`src/rtl/mover_pkg.sv`:
```
// Shared types, status-byte layout and command-word builder for the DataMover sequencer.
package mover_pkg;

  // Run mode, sampled when a start is accepted.
  typedef enum logic [1:0] {
    MODE_NOP      = 2'b00,
    MODE_CAPTURE  = 2'b01,
    MODE_READBACK = 2'b10,
    MODE_BOTH     = 2'b11
  } mode_t;

  typedef enum logic [1:0] {
    ST_IDLE,
    ST_S2MM,
    ST_MM2S,
    ST_DONE
  } state_t;

  // DataMover status byte layout.
  localparam int STS_OKAY    = 7;
  localparam int STS_SLVERR  = 6;
  localparam int STS_DECERR  = 5;
  localparam int STS_INTERR  = 4;
  localparam int STS_TAG_MSB = 3;
  localparam int STS_TAG_LSB = 0;

  localparam logic CMD_TYPE_INCR = 1'b1;

  // Cycles the command/status interfaces are held in reset after reset_n releases.
  localparam int RST_HOLD_CYCLES = 16;

  // Widest command word supported (64-bit addresses); callers truncate to 40+ADDR_W.
  localparam int CMD_MAX_W = 104;
  typedef logic [CMD_MAX_W-1:0] cmd_max_t;

  // Assemble {4'b0, tag, addr, 8'b0, INCR, btt}; field positions follow addr_w/btt_w.
  function automatic cmd_max_t build_cmd(input logic [63:0] addr,
                                         input logic [3:0]  tag,
                                         input logic [31:0] btt,
                                         input int          addr_w = 32,
                                         input int          btt_w  = 23);
    cmd_max_t cmd;
    cmd_max_t btt_mask;
    btt_mask = (cmd_max_t'(1) << btt_w) - cmd_max_t'(1);
    cmd      = cmd_max_t'(btt) & btt_mask;
    cmd[23]  = CMD_TYPE_INCR;
    cmd      = cmd | (cmd_max_t'(addr) << 32) | (cmd_max_t'(tag) << (addr_w + 32));
    return cmd;
  endfunction

endpackage

```
`src/rtl/mover_channel.sv`:
```
// Per-direction issue/retire engine: command counters, ring offset wrap and status tag check.
module mover_channel
  import mover_pkg::*;
#(
  parameter int          ADDR_W      = 32,
  parameter int          BTT_W       = 23,
  parameter logic [31:0] BUF_BASE    = 32'h0000_0000,
  parameter logic [31:0] BUF_BYTES   = 32'h0001_0000,
  parameter logic [31:0] BURST_BYTES = 32'h0000_1000,
  parameter int          NUM_BURSTS  = 16,
  parameter int          MAX_OUT     = 2
) (
  input  logic              clk,
  input  logic              reset_n,
  input  logic              clear,
  input  logic              enable,
  output logic [ADDR_W+39:0] cmd_tdata,
  output logic              cmd_tvalid,
  input  logic              cmd_tready,
  input  logic [7:0]        sts_tdata,
  input  logic              sts_tvalid,
  output logic              phase_done,
  output logic              bad_sts
);

  localparam int CNT_W = 17;
  localparam logic [CNT_W-1:0]  NUM_CNT  = CNT_W'(NUM_BURSTS);
  localparam logic [CNT_W-1:0]  MAX_CNT  = CNT_W'(MAX_OUT);
  localparam logic [ADDR_W-1:0] BASE_A   = ADDR_W'(BUF_BASE);
  localparam logic [ADDR_W-1:0] BURST_A  = ADDR_W'(BURST_BYTES);
  localparam logic [ADDR_W-1:0] RING_A   = ADDR_W'(BUF_BYTES);

  typedef logic [ADDR_W+39:0] cmd_t;

  logic [CNT_W-1:0]  issued_q, retired_q, issued_nxt, retired_nxt, outstanding;
  logic [ADDR_W-1:0] offset_q;
  logic              accept, retire;

  assign outstanding = issued_q - retired_q;
  assign accept      = cmd_tvalid && cmd_tready;
  // A status with nothing outstanding is never retired; it only flags an error.
  assign retire      = sts_tvalid && (outstanding != '0);
  assign bad_sts     = sts_tvalid && ((outstanding == '0) || !sts_tdata[STS_OKAY] ||
                       (sts_tdata[STS_TAG_MSB:STS_TAG_LSB] != retired_q[3:0]));
  assign phase_done  = (retired_q == NUM_CNT);

  // tdata comes only from registers that move on accept, so it is stable while stalled.
  assign cmd_tdata = cmd_t'(build_cmd(64'(BASE_A + offset_q), issued_q[3:0],
                                      BURST_BYTES, ADDR_W, BTT_W));

  // Post-update counter values, used to register tvalid for the following cycle.
  // NOTE: combinational blocks assign every output first so no path can infer a latch.
  always_comb begin
    issued_nxt  = issued_q + CNT_W'(accept);
    retired_nxt = retired_q + CNT_W'(retire);
  end

  // Counters, ring offset and registered command valid.
  // NOTE: state uses non-blocking assignments so every register samples pre-edge values.
  always_ff @(posedge clk or negedge reset_n) begin
    if (!reset_n) begin
      issued_q   <= '0;
      retired_q  <= '0;
      offset_q   <= '0;
      cmd_tvalid <= 1'b0;
    end else if (clear) begin
      issued_q   <= '0;
      retired_q  <= '0;
      offset_q   <= '0;
      cmd_tvalid <= 1'b0;
    end else begin
      issued_q   <= issued_nxt;
      retired_q  <= retired_nxt;
      if (accept) begin
        offset_q <= (offset_q + BURST_A == RING_A) ? '0 : offset_q + BURST_A;
      end
      cmd_tvalid <= enable && (issued_nxt < NUM_CNT) && ((issued_nxt - retired_nxt) < MAX_CNT);
    end
  end

endmodule

```
`src/rtl/mover_sequencer.sv`:
```
// DataMover command/status sequencer: capture into a ring buffer, optional readback, error tally.
// Optional feature: define MOVER_AUTO_RESTART_EN to self-restart RESTART_DELAY cycles into DONE.
module mover_sequencer
  import mover_pkg::*;
#(
  parameter int          ADDR_W        = 32,
  parameter int          BTT_W         = 23,
  parameter logic [31:0] BUF_BASE      = 32'h0000_0000,
  parameter logic [31:0] BUF_BYTES     = 32'h0001_0000,
  parameter logic [31:0] BURST_BYTES   = 32'h0000_1000,
  parameter int          NUM_BURSTS    = 16,
  parameter int          MAX_OUT       = 2,
  parameter int          RESTART_DELAY = 31
) (
  input  logic               clk,
  input  logic               reset_n,
  input  logic               start,
  input  logic [1:0]         mode,
  output logic               busy,
  output logic               done,
  output logic               err,
  output logic [7:0]         err_count,
  output logic               m_axis_s2mm_cmdsts_aresetn,
  output logic [ADDR_W+39:0] s2mm_cmd_tdata,
  output logic               s2mm_cmd_tvalid,
  input  logic               s2mm_cmd_tready,
  input  logic [7:0]         s2mm_sts_tdata,
  input  logic               s2mm_sts_tvalid,
  output logic               s2mm_sts_tready,
  output logic               m_axis_mm2s_cmdsts_aresetn,
  output logic [ADDR_W+39:0] mm2s_cmd_tdata,
  output logic               mm2s_cmd_tvalid,
  input  logic               mm2s_cmd_tready,
  input  logic [7:0]         mm2s_sts_tdata,
  input  logic               mm2s_sts_tvalid,
  output logic               mm2s_sts_tready
);

  if (BURST_BYTES == 32'd0) begin : g_chk_burst_zero
    $error("BURST_BYTES must be nonzero");
  end else if ((BUF_BYTES % BURST_BYTES) != 32'd0) begin : g_chk_ring
    $error("BUF_BYTES must be a multiple of BURST_BYTES");
  end
  if (64'(BURST_BYTES) >= (64'd1 << BTT_W)) begin : g_chk_btt
    $error("BURST_BYTES must fit in BTT_W bits");
  end
  if (NUM_BURSTS < 1 || NUM_BURSTS > 65535) begin : g_chk_num
    $error("NUM_BURSTS out of range 1..65535");
  end
  if (MAX_OUT < 1 || MAX_OUT > 8) begin : g_chk_out
    $error("MAX_OUT out of range 1..8");
  end
  if (RESTART_DELAY < 0) begin : g_chk_delay
    $error("RESTART_DELAY must be non-negative");
  end

  state_t     state_q, state_d;
  mode_t      mode_q;
  logic [4:0] hold_q;
  logic [7:0] err_count_q;
  logic [8:0] err_sum;
  logic       cmdsts_ready, auto_start, start_acc;
  logic       s_en, m_en, s_done, m_done, s_bad, m_bad;

  assign cmdsts_ready               = (hold_q == 5'(RST_HOLD_CYCLES));
  assign m_axis_s2mm_cmdsts_aresetn = cmdsts_ready;
  assign m_axis_mm2s_cmdsts_aresetn = cmdsts_ready;
  assign s2mm_sts_tready            = 1'b1;
  assign mm2s_sts_tready            = 1'b1;
  assign err_count                  = err_count_q;
  assign err                        = (err_count_q != 8'd0);

  assign start_acc = (start || auto_start) && cmdsts_ready &&
                     ((state_q == ST_IDLE) || (state_q == ST_DONE));
  assign s_en = (state_q == ST_S2MM) && mode_q[0];
  assign m_en = (state_q == ST_MM2S) && mode_q[1];

  // Hold the DataMover command/status interfaces in reset for a fixed count after reset_n.
  always_ff @(posedge clk or negedge reset_n) begin
    if (!reset_n)           hold_q <= '0;
    else if (!cmdsts_ready) hold_q <= hold_q + 5'd1;
  end

`ifdef MOVER_AUTO_RESTART_EN
  localparam int RD_W = (RESTART_DELAY > 0) ? $clog2(RESTART_DELAY + 1) : 1;
  logic [RD_W-1:0] restart_q;

  // Countdown armed on entry to DONE; an external start reloads it.
  always_ff @(posedge clk or negedge reset_n) begin
    if (!reset_n)                                restart_q <= RD_W'(RESTART_DELAY);
    else if (state_q != ST_DONE || start_acc)    restart_q <= RD_W'(RESTART_DELAY);
    else if (restart_q != '0)                    restart_q <= restart_q - RD_W'(1);
  end

  assign auto_start = (state_q == ST_DONE) && (restart_q == '0);
`else
  assign auto_start = 1'b0;
`endif

  // State register, latched mode and saturating bad-status count.
  always_ff @(posedge clk or negedge reset_n) begin
    if (!reset_n) begin
      state_q     <= ST_IDLE;
      mode_q      <= MODE_NOP;
      err_count_q <= '0;
    end else begin
      state_q <= state_d;
      if (start_acc && start) mode_q <= mode_t'(mode);
      if (start_acc)          err_count_q <= '0;
      else if (busy)          err_count_q <= err_sum[8] ? 8'hFF : err_sum[7:0];
    end
  end

  // Phase sequencing; unselected phases fall through in one cycle.
  always_comb begin
    state_d = state_q;
    busy    = (state_q == ST_S2MM) || (state_q == ST_MM2S);
    done    = (state_q == ST_DONE);
    err_sum = {1'b0, err_count_q} + 9'(s_bad) + 9'(m_bad);
    case (state_q)
      ST_IDLE, ST_DONE: if (start_acc) state_d = ST_S2MM;
      ST_S2MM: if (!mode_q[0] || s_done) state_d = mode_q[1] ? ST_MM2S : ST_DONE;
      ST_MM2S: if (!mode_q[1] || m_done) state_d = ST_DONE;
      default: state_d = ST_IDLE;
    endcase
  end

  mover_channel #(
    .ADDR_W(ADDR_W), .BTT_W(BTT_W), .BUF_BASE(BUF_BASE), .BUF_BYTES(BUF_BYTES),
    .BURST_BYTES(BURST_BYTES), .NUM_BURSTS(NUM_BURSTS), .MAX_OUT(MAX_OUT)
  ) u_s2mm (
    .clk(clk), .reset_n(reset_n), .clear(start_acc), .enable(s_en),
    .cmd_tdata(s2mm_cmd_tdata), .cmd_tvalid(s2mm_cmd_tvalid), .cmd_tready(s2mm_cmd_tready),
    .sts_tdata(s2mm_sts_tdata), .sts_tvalid(s2mm_sts_tvalid),
    .phase_done(s_done), .bad_sts(s_bad)
  );

  mover_channel #(
    .ADDR_W(ADDR_W), .BTT_W(BTT_W), .BUF_BASE(BUF_BASE), .BUF_BYTES(BUF_BYTES),
    .BURST_BYTES(BURST_BYTES), .NUM_BURSTS(NUM_BURSTS), .MAX_OUT(MAX_OUT)
  ) u_mm2s (
    .clk(clk), .reset_n(reset_n), .clear(start_acc), .enable(m_en),
    .cmd_tdata(mm2s_cmd_tdata), .cmd_tvalid(mm2s_cmd_tvalid), .cmd_tready(mm2s_cmd_tready),
    .sts_tdata(mm2s_sts_tdata), .sts_tvalid(mm2s_sts_tvalid),
    .phase_done(m_done), .bad_sts(m_bad)
  );

endmodule

```
`config.mk`:
```
export PLATFORM = sky130hd
export DESIGN_NAME = mover_sequencer
export DESIGN_NICKNAME = d
export VERILOG_FILES = /design/src/rtl/mover_pkg.sv /design/src/rtl/mover_channel.sv /design/src/rtl/mover_sequencer.sv
export SDC_FILE = /design/constraint.sdc
export NUM_CORES = 1
export LEC_CHECK = 0
export BUFFER_PORTS_ARGS = -buffer_cell sky130_fd_sc_hd__buf_2
export CORE_ASPECT_RATIO = 0.6
export CORE_UTILIZATION = 35
export CTS_CLUSTER_DIAMETER = 40
export DETAILED_ROUTE_END_ITERATION = 10
export PLACE_DENSITY = 0.58
export SYNTH_ARGS = -nofsm -noshare
export SYNTH_HDL_FRONTEND = slang
export SYNTH_SLANG_ARGS = --single-unit
```
`constraint.sdc`:
```
create_clock -name clk -period 9 [get_ports clk]
set_input_delay 0.45 -clock clk [delete_from_list [all_inputs] [get_ports clk]]
set_output_delay 0.45 -clock clk [all_outputs]
set_load 0.05 [all_outputs]
```
-- After elaboration in Yosys (flattened, before gate mapping)
Cells that the tools add are included.
- bits in registers: 151
- latch bits: 0
- RAM bits: 0
- ROM bits: 0
- input port bits: 25
- output and inout bits: 161
- logic and storage cells: 102
- memories: 0
- add/subtract/negate cells: 13
- $mul: 0
- divide/modulo/power cells: 0
- magnitude comparators: 4
- equal/unequal tests: 13
- shifts and indexed selects: 0
- mux-type cells: 20
- bitwise logic cells: 2
- reduce and logical (&&, ||, !) cells: 38
- operator list (kind ; number):
    $mux 32 ; 6
    $or 64x68->68 ; 2
    $add 17x1->17 ; 4
    $mux 17 ; 4
    $sub 17x17->17 ; 4
    $add 32x13->32 const B ; 2
    $eq 32x17->1 const B ; 2
    $eq 17x5->1 const B ; 2
    $logic_not 17->1 ; 2
    $lt 17x2->1 const B ; 2
    $lt 17x5->1 const B ; 2
    $reduce_bool 17->1 ; 2
    $mux 8 ; 3
    $logic_and 1x1->1 ; 15
    $add 8x1->9 ; 1
    $add 9x1->9 ; 1
    $logic_or 1x1->1 ; 8
    $ne 4x4->1 ; 2
    $reduce_bool 8->1 ; 1
    $mux 2 ; 3
    $pmux 2 s3 ; 1
    $reduce_bool 2->1 ; 3
    $add 5x1->5 const B ; 1
    $eq 5x5->1 const B ; 1
    other kinds (9) ; 16

-- Depth between registers and ports, before layout
- depth in word-level cells: 10
- gate-level depth with buffers: 28
- depth with buffers taken out: 27

-- Cells and area by module
Synthesis repeated with hierarchy kept, for this count alone.
- cell total of the unflattened synthesis: 1359
- area total of the unflattened synthesis: 11548.6 sq um
- by module, submodules not included (module ; instances ; cells each ; area an instance (sq um) ; sequential area each (sq um)):
    mover_channel (u_mm2s) ; 1 ; 636 ; 5365.1 ; 1376.3
    mover_channel (u_s2mm) ; 1 ; 613 ; 5107.4 ; 1376.3
    mover_sequencer ; 1 ; 110 ; 1076.0 ; 425.4

-- Least setup slack after synthesis
No wires, ideal clock.
- path kind: register to register
- start: register u_s2mm.retired_q[6]
- end: register u_s2mm.cmd_tvalid
- library setup time: 0.111 ns
- arrival: 5.630 ns
- required time: 8.889 ns
- setup slack: 3.259 ns
- stages on the path, launching flop included: 28
- buffers on the path: 0
- clock period less this slack: 5.741 ns
- cells stage by stage: dfrtp_1 -> clkinv_1 -> ha_1 -> a2111oi_0 -> inv_1 -> o211ai_1 -> nor2b_1 -> o21ai_1 -> mux2i_1 -> o211ai_1 -> nor4_1 -> nor2b_1 -> ha_1 -> ha_1 -> nand3_1 -> nor2_1 -> nand2_1 -> xnor2_1 -> ha_1 -> nor3b_1 -> a2111oi_0 -> o21ai_0 -> or4_1 -> a2111oi_0 -> o21ai_1 -> nor4_1 -> nand4_1 -> a2111oi_2
- longest elaborated chain between the ends: 8
- RTL lines (what ; RTL line ; source):
    start: declaration ; mover_channel.sv:35 ; logic [CNT_W-1:0] issued_q, retired_q, issued_nxt, retired_nxt, outstanding;
    start signal: assignment ; mover_channel.sv:73 ; retired_q <= retired_nxt;
    $sub 17x17->17 ; mover_channel.sv:39 ; assign outstanding = issued_q - retired_q;
    $reduce_bool 17->1 ; mover_channel.sv:42 ; assign retire = sts_tvalid && (outstanding != '0);
    $logic_and 1x1->1 ; mover_channel.sv:42 ;
    $add 17x1->17 * ; mover_channel.sv:55 ; retired_nxt = retired_q + CNT_W'(retire);
    $sub 17x17->17 * ; mover_channel.sv:77 ; cmd_tvalid <= enable && (issued_nxt < NUM_CNT) && ((issued_nxt - retired_nxt) < MAX_CNT);
    $lt 17x2->1 * ; mover_channel.sv:77 ;
    $logic_and 1x1->1 * ; mover_channel.sv:77 ;
    $mux 1 * ; mover_channel.sv:66 ; end else if (clear) begin
    end signal: assignment ; mover_channel.sv:77 ;
    end: declaration ; mover_channel.sv:18 ; output logic cmd_tvalid,
Mark *: on every way between the ends. The rest lies on a longest branch, timed or not.
A chain may end at the register's enable or synchronous reset.

-- Worst setup path in the final report
Ends and elaborated chain as after synthesis.

==> results.py <==
metrics = {
    "setup_path": {
        "crit_start": "u_s2mm.retired_q[6]",
        "required_ps": 9270,
        "reg2reg_depth": 27,
        "cp-endpoint": "u_s2mm.cmd_tvalid",
        "r2r_setup_slack_ps": 1530,
        "r2r_end": "u_s2mm.cmd_tvalid",
        "reg2reg_from": "u_s2mm.retired_q[6]",
        "crit_type": "reg2reg",
        "critPathMaxFanout": 9,
        "worstSetupStartpointType": "register",
        "worstPathArrival_ps": 7740,
        "end_kind": "register",
    },
    "timing": {
        "rsz0062_at_grt": "false",
        "setup_viol": 0,
        "setup_tns_ps": 0,
        "fin_crit_sh_pct": 83.0,
        "drv_slew": 0,
        "min_period_ps": 7470,
        "fmax_mhz": 134,
        "max-slew-margin-rel_pct": 44.8,
        "tightest_slew_ps": 822,
        "finalHoldViolCount": 10,
        "worst_hold_slack_ps": -23.2,
        "fin_skew_ps": 15.6,
    },
    "global_routing": {
        "grt_max_degree": 67,
        "grt.overflow.total": 0,
        "grt_pass1_vias": 8426,
        "grtUsageTotal_pct": 18.2,
        "grt_pass1_wl_mm": 46.5,
        "antenna_found_initial": 0,
    },
    "clock_network": {
        "cts.sinks": 127,
        "holdBufCountCts": 0,
        "cts_resized": 0,
        "tritoncts": "built",
        "post-cts-setup-buffer-count": 0,
        "numCtsBuffers": 17,
        "insertion_delay_ps": 440,
        "clk_pin_slew_ps": 60,
        "clk_path_buf_depth": 2,
        "cts_htree_levels": 4,
        "cts_root_buffer": "clkbuf_16",
    },
    "pwr": {
        "combPwrFrac_pct": 43.9,
        "clockPowerShare_pct": 28.8,
        "power_density_nw_per_um2": 199,
        "p_leak_nw": 5.85,
        "intPower_mw": 1.35,
        "power.switching_mw": 1.04,
        "peakVddDrop_v": 0.000183,
        "seq_power_share_pct": 27.3,
        "switching_share_pct": 43.5,
    },
    "logic_synthesis": {
        "netlist_top_cells_area": "dfrtp_1, ha_1, buf_4",
        "syn_inst": 1362,
        "yosys_warnings": 0,
        "synth_top_area_share_pct": 28.7,
        "synth.largest_area_cell": "dfrtp_1",
        "ys_ff_latch": 127,
        "synthArstFlopShare_pct": 100,
        "syn-cell-area_um2": 11100,
        "ys.flop_type": "dfrtp_1",
        "avgSynthCellArea_um2": 8.14,
        "yosysSeqAreaShare_pct": 28.7,
        "synth_edf_count": 0,
        "synthDistinctLibCells": 74,
    },
    "drt": {
        "antenna_left": 0,
        "wirelength_mm": 29.0,
        "wl_per_cell_um": 15.7,
        "drt_pass1_iterations": 7,
        "met1_length_mm": 16.2,
        "vias": 9588,
        "top_layer_used": "met4",
        "route.detailed.drc": 0,
        "wl_met2_mm": 10.5,
        "drtIter0Drc": 841,
        "via_per_inst": 5.19,
        "dr_wl_met3_mm": 2.17,
    },
    "die": {
        "num_rows": 50,
        "die_h_um": 140,
        "core_um2": 31200,
        "start_util_pct": 35.6,
        "dieArea_um2": 32400,
        "pin_count": 186,
        "die_x_um": 232,
    },
    "placement": {
        "place_congestion": 0.931,
        "hpwl_mm": 22.4,
        "dp.cells": 1814,
        "port_buffers": 81,
    },
    "cells_and_area": {
        "finalNonFillerCells": 1847,
        "nets": 1525,
        "area_delta_synth_final_pct": 8.66,
        "final_util_pct": 38.7,
        "fillers": 3195,
        "drive_gt1_share_pct": 9.79,
    },
    "worst_hold_path": {
        "hold_class": "in2async",
    },
    "status": {
        "violations": "hold timing",
        "status": "finished, violations left",
    },
    "run": {
        "cap_violations": 0,
    },
}
critical path: stages (launching register included):
cell	delay, ps
dfrtp_1	390
clkinv_1	160
ha_1	430
a2111oi_0	390
inv_1	100
o211ai_1	350
nor2b_1	310
o21ai_0	150
o21ai_1	170
o211ai_1	110
nor4_1	520
nor2b_1	160
ha_1	240
ha_1	210
nand3_1	180
nor2_1	120
nand2_1	110
xnor2_1	170
ha_1	360
nor3b_1	170
a2111oi_0	300
o21ai_0	180
or4_1	410
a2111oi_0	420
o21ai_1	180
nor4_1	330
nand4_1	160
a2111oi_2	520
layout by cell type, fill, tap and decap left out, types with 20 or more instances in the layout:
master and count:
a21o_1 22, a21oi_1 63, and2_1 36, and3_1 26, buf_2 80, conb_1 98
dfrtp_1 127, ha_1 80, inv_1 65, nand2_1 99, nand2b_1 20, nand3_1 71
nand4_1 26, nor2_1 123, nor3_1 41, nor4_1 22, o21ai_0 68, xnor2_1 76
xor2_1 61
cell usage after synthesis (22+ instances only):
cell and count:
ha_1 80, nor4_1 22, clkbuf_1 34, o21ai_0 68, a21oi_1 63, buf_4 107, nand2_1 99, xnor2_1 76
inv_1 65, and2_1 36, and3_1 27, xor2_1 61, nor2_1 123, nor3_1 41, a21o_1 22, dfrtp_1 127
nand3_1 71, nand4_1 26
sequential cells by signal (all words and copies together), names as in the netlist:
| register | count |
|---|---|
| u_mm2s.issued_q | 17 |
| u_s2mm.issued_q | 17 |
| u_s2mm.cmd_tvalid | 1 |
| mode_q | 2 |
| u_s2mm.retired_q | 17 |
| u_s2mm.offset_q | 20 |
| hold_q | 5 |
| u_mm2s.offset_q | 20 |
| u_mm2s.cmd_tvalid | 1 |
| u_mm2s.retired_q | 17 |
| err_count | 8 |
| state_q | 2 |
worst min-delay path by stage:
stage	to
after floorplan	err_count[0]
after global placement	hold_q[4]
after detailed placement	hold_q[4]
after CTS	u_s2mm.offset_q[23]
after global routing	u_s2mm.offset_q[23]
final	u_s2mm.offset_q[23]
cell type report:
class                      instances  area (um^2)  area share [%]
antenna                            1         2.50          0.0208
clock buffer                      17          425            3.53
clock inverter                    15          156            1.30
inverter                          73          274            2.27
multi-input combinational       1113         7050            58.5
sequential                       127         3180            26.4
tap                              416          520            4.32
timing repair buffer              85          442            3.67
metal layers:
layer  global-route usage, %  up-vias
met1                    30.9     4540
met3                    4.16       10
li1                        -     4709
met5                       0        -
met2                    21.8      329
met4                    3.81        0
cells by family after synthesis:
group                      count (synthesis)  share of synthesized area, %
xor gates and xnor gates                 137                          10.8
other                                      2                        0.0677
muxes                                     11                          1.05
AOI/OAI and AO/OA                        265                          15.2
DFF                                      127                          28.7
adders and majority gates                 83                          9.57
and+or+nand+nor                          519                          23.6
buffers and inverters                    218                          11.0
metrics by stage:
stage / power (mW) / setup WS (ps) / hold slack [ps] / cell area, um^2
6_report: 2.39 / 1530 / -23.2 / 12000
5_1_grt: 2.53 / 1170 / 15.3 / 12000
4_1_cts: 2.39 / 1710 / 5.25 / 12000
3_5_place_dp: 1.68 / 1760 / 462 / 11500
3_3_place_gp: 1.68 / 1940 / 466 / 11500
2_1_floorplan: 1.45 / 3260 / 154 / 11400
power groups by stage:
| stage | clock network (mW) | registers [mW] | logic, mW |
|---|---|---|---|
| 2_1_floorplan | 0 | 0.658 | 0.788 |
| 3_3_place_gp | 0 | 0.662 | 1.02 |
| 3_5_place_dp | 0 | 0.662 | 1.02 |
| 4_1_cts | 0.708 | 0.652 | 1.03 |
| 5_1_grt | 0.736 | 0.658 | 1.14 |
| 6_report | 0.690 | 0.654 | 1.05 |
Power figures use the tool's default switching activity.
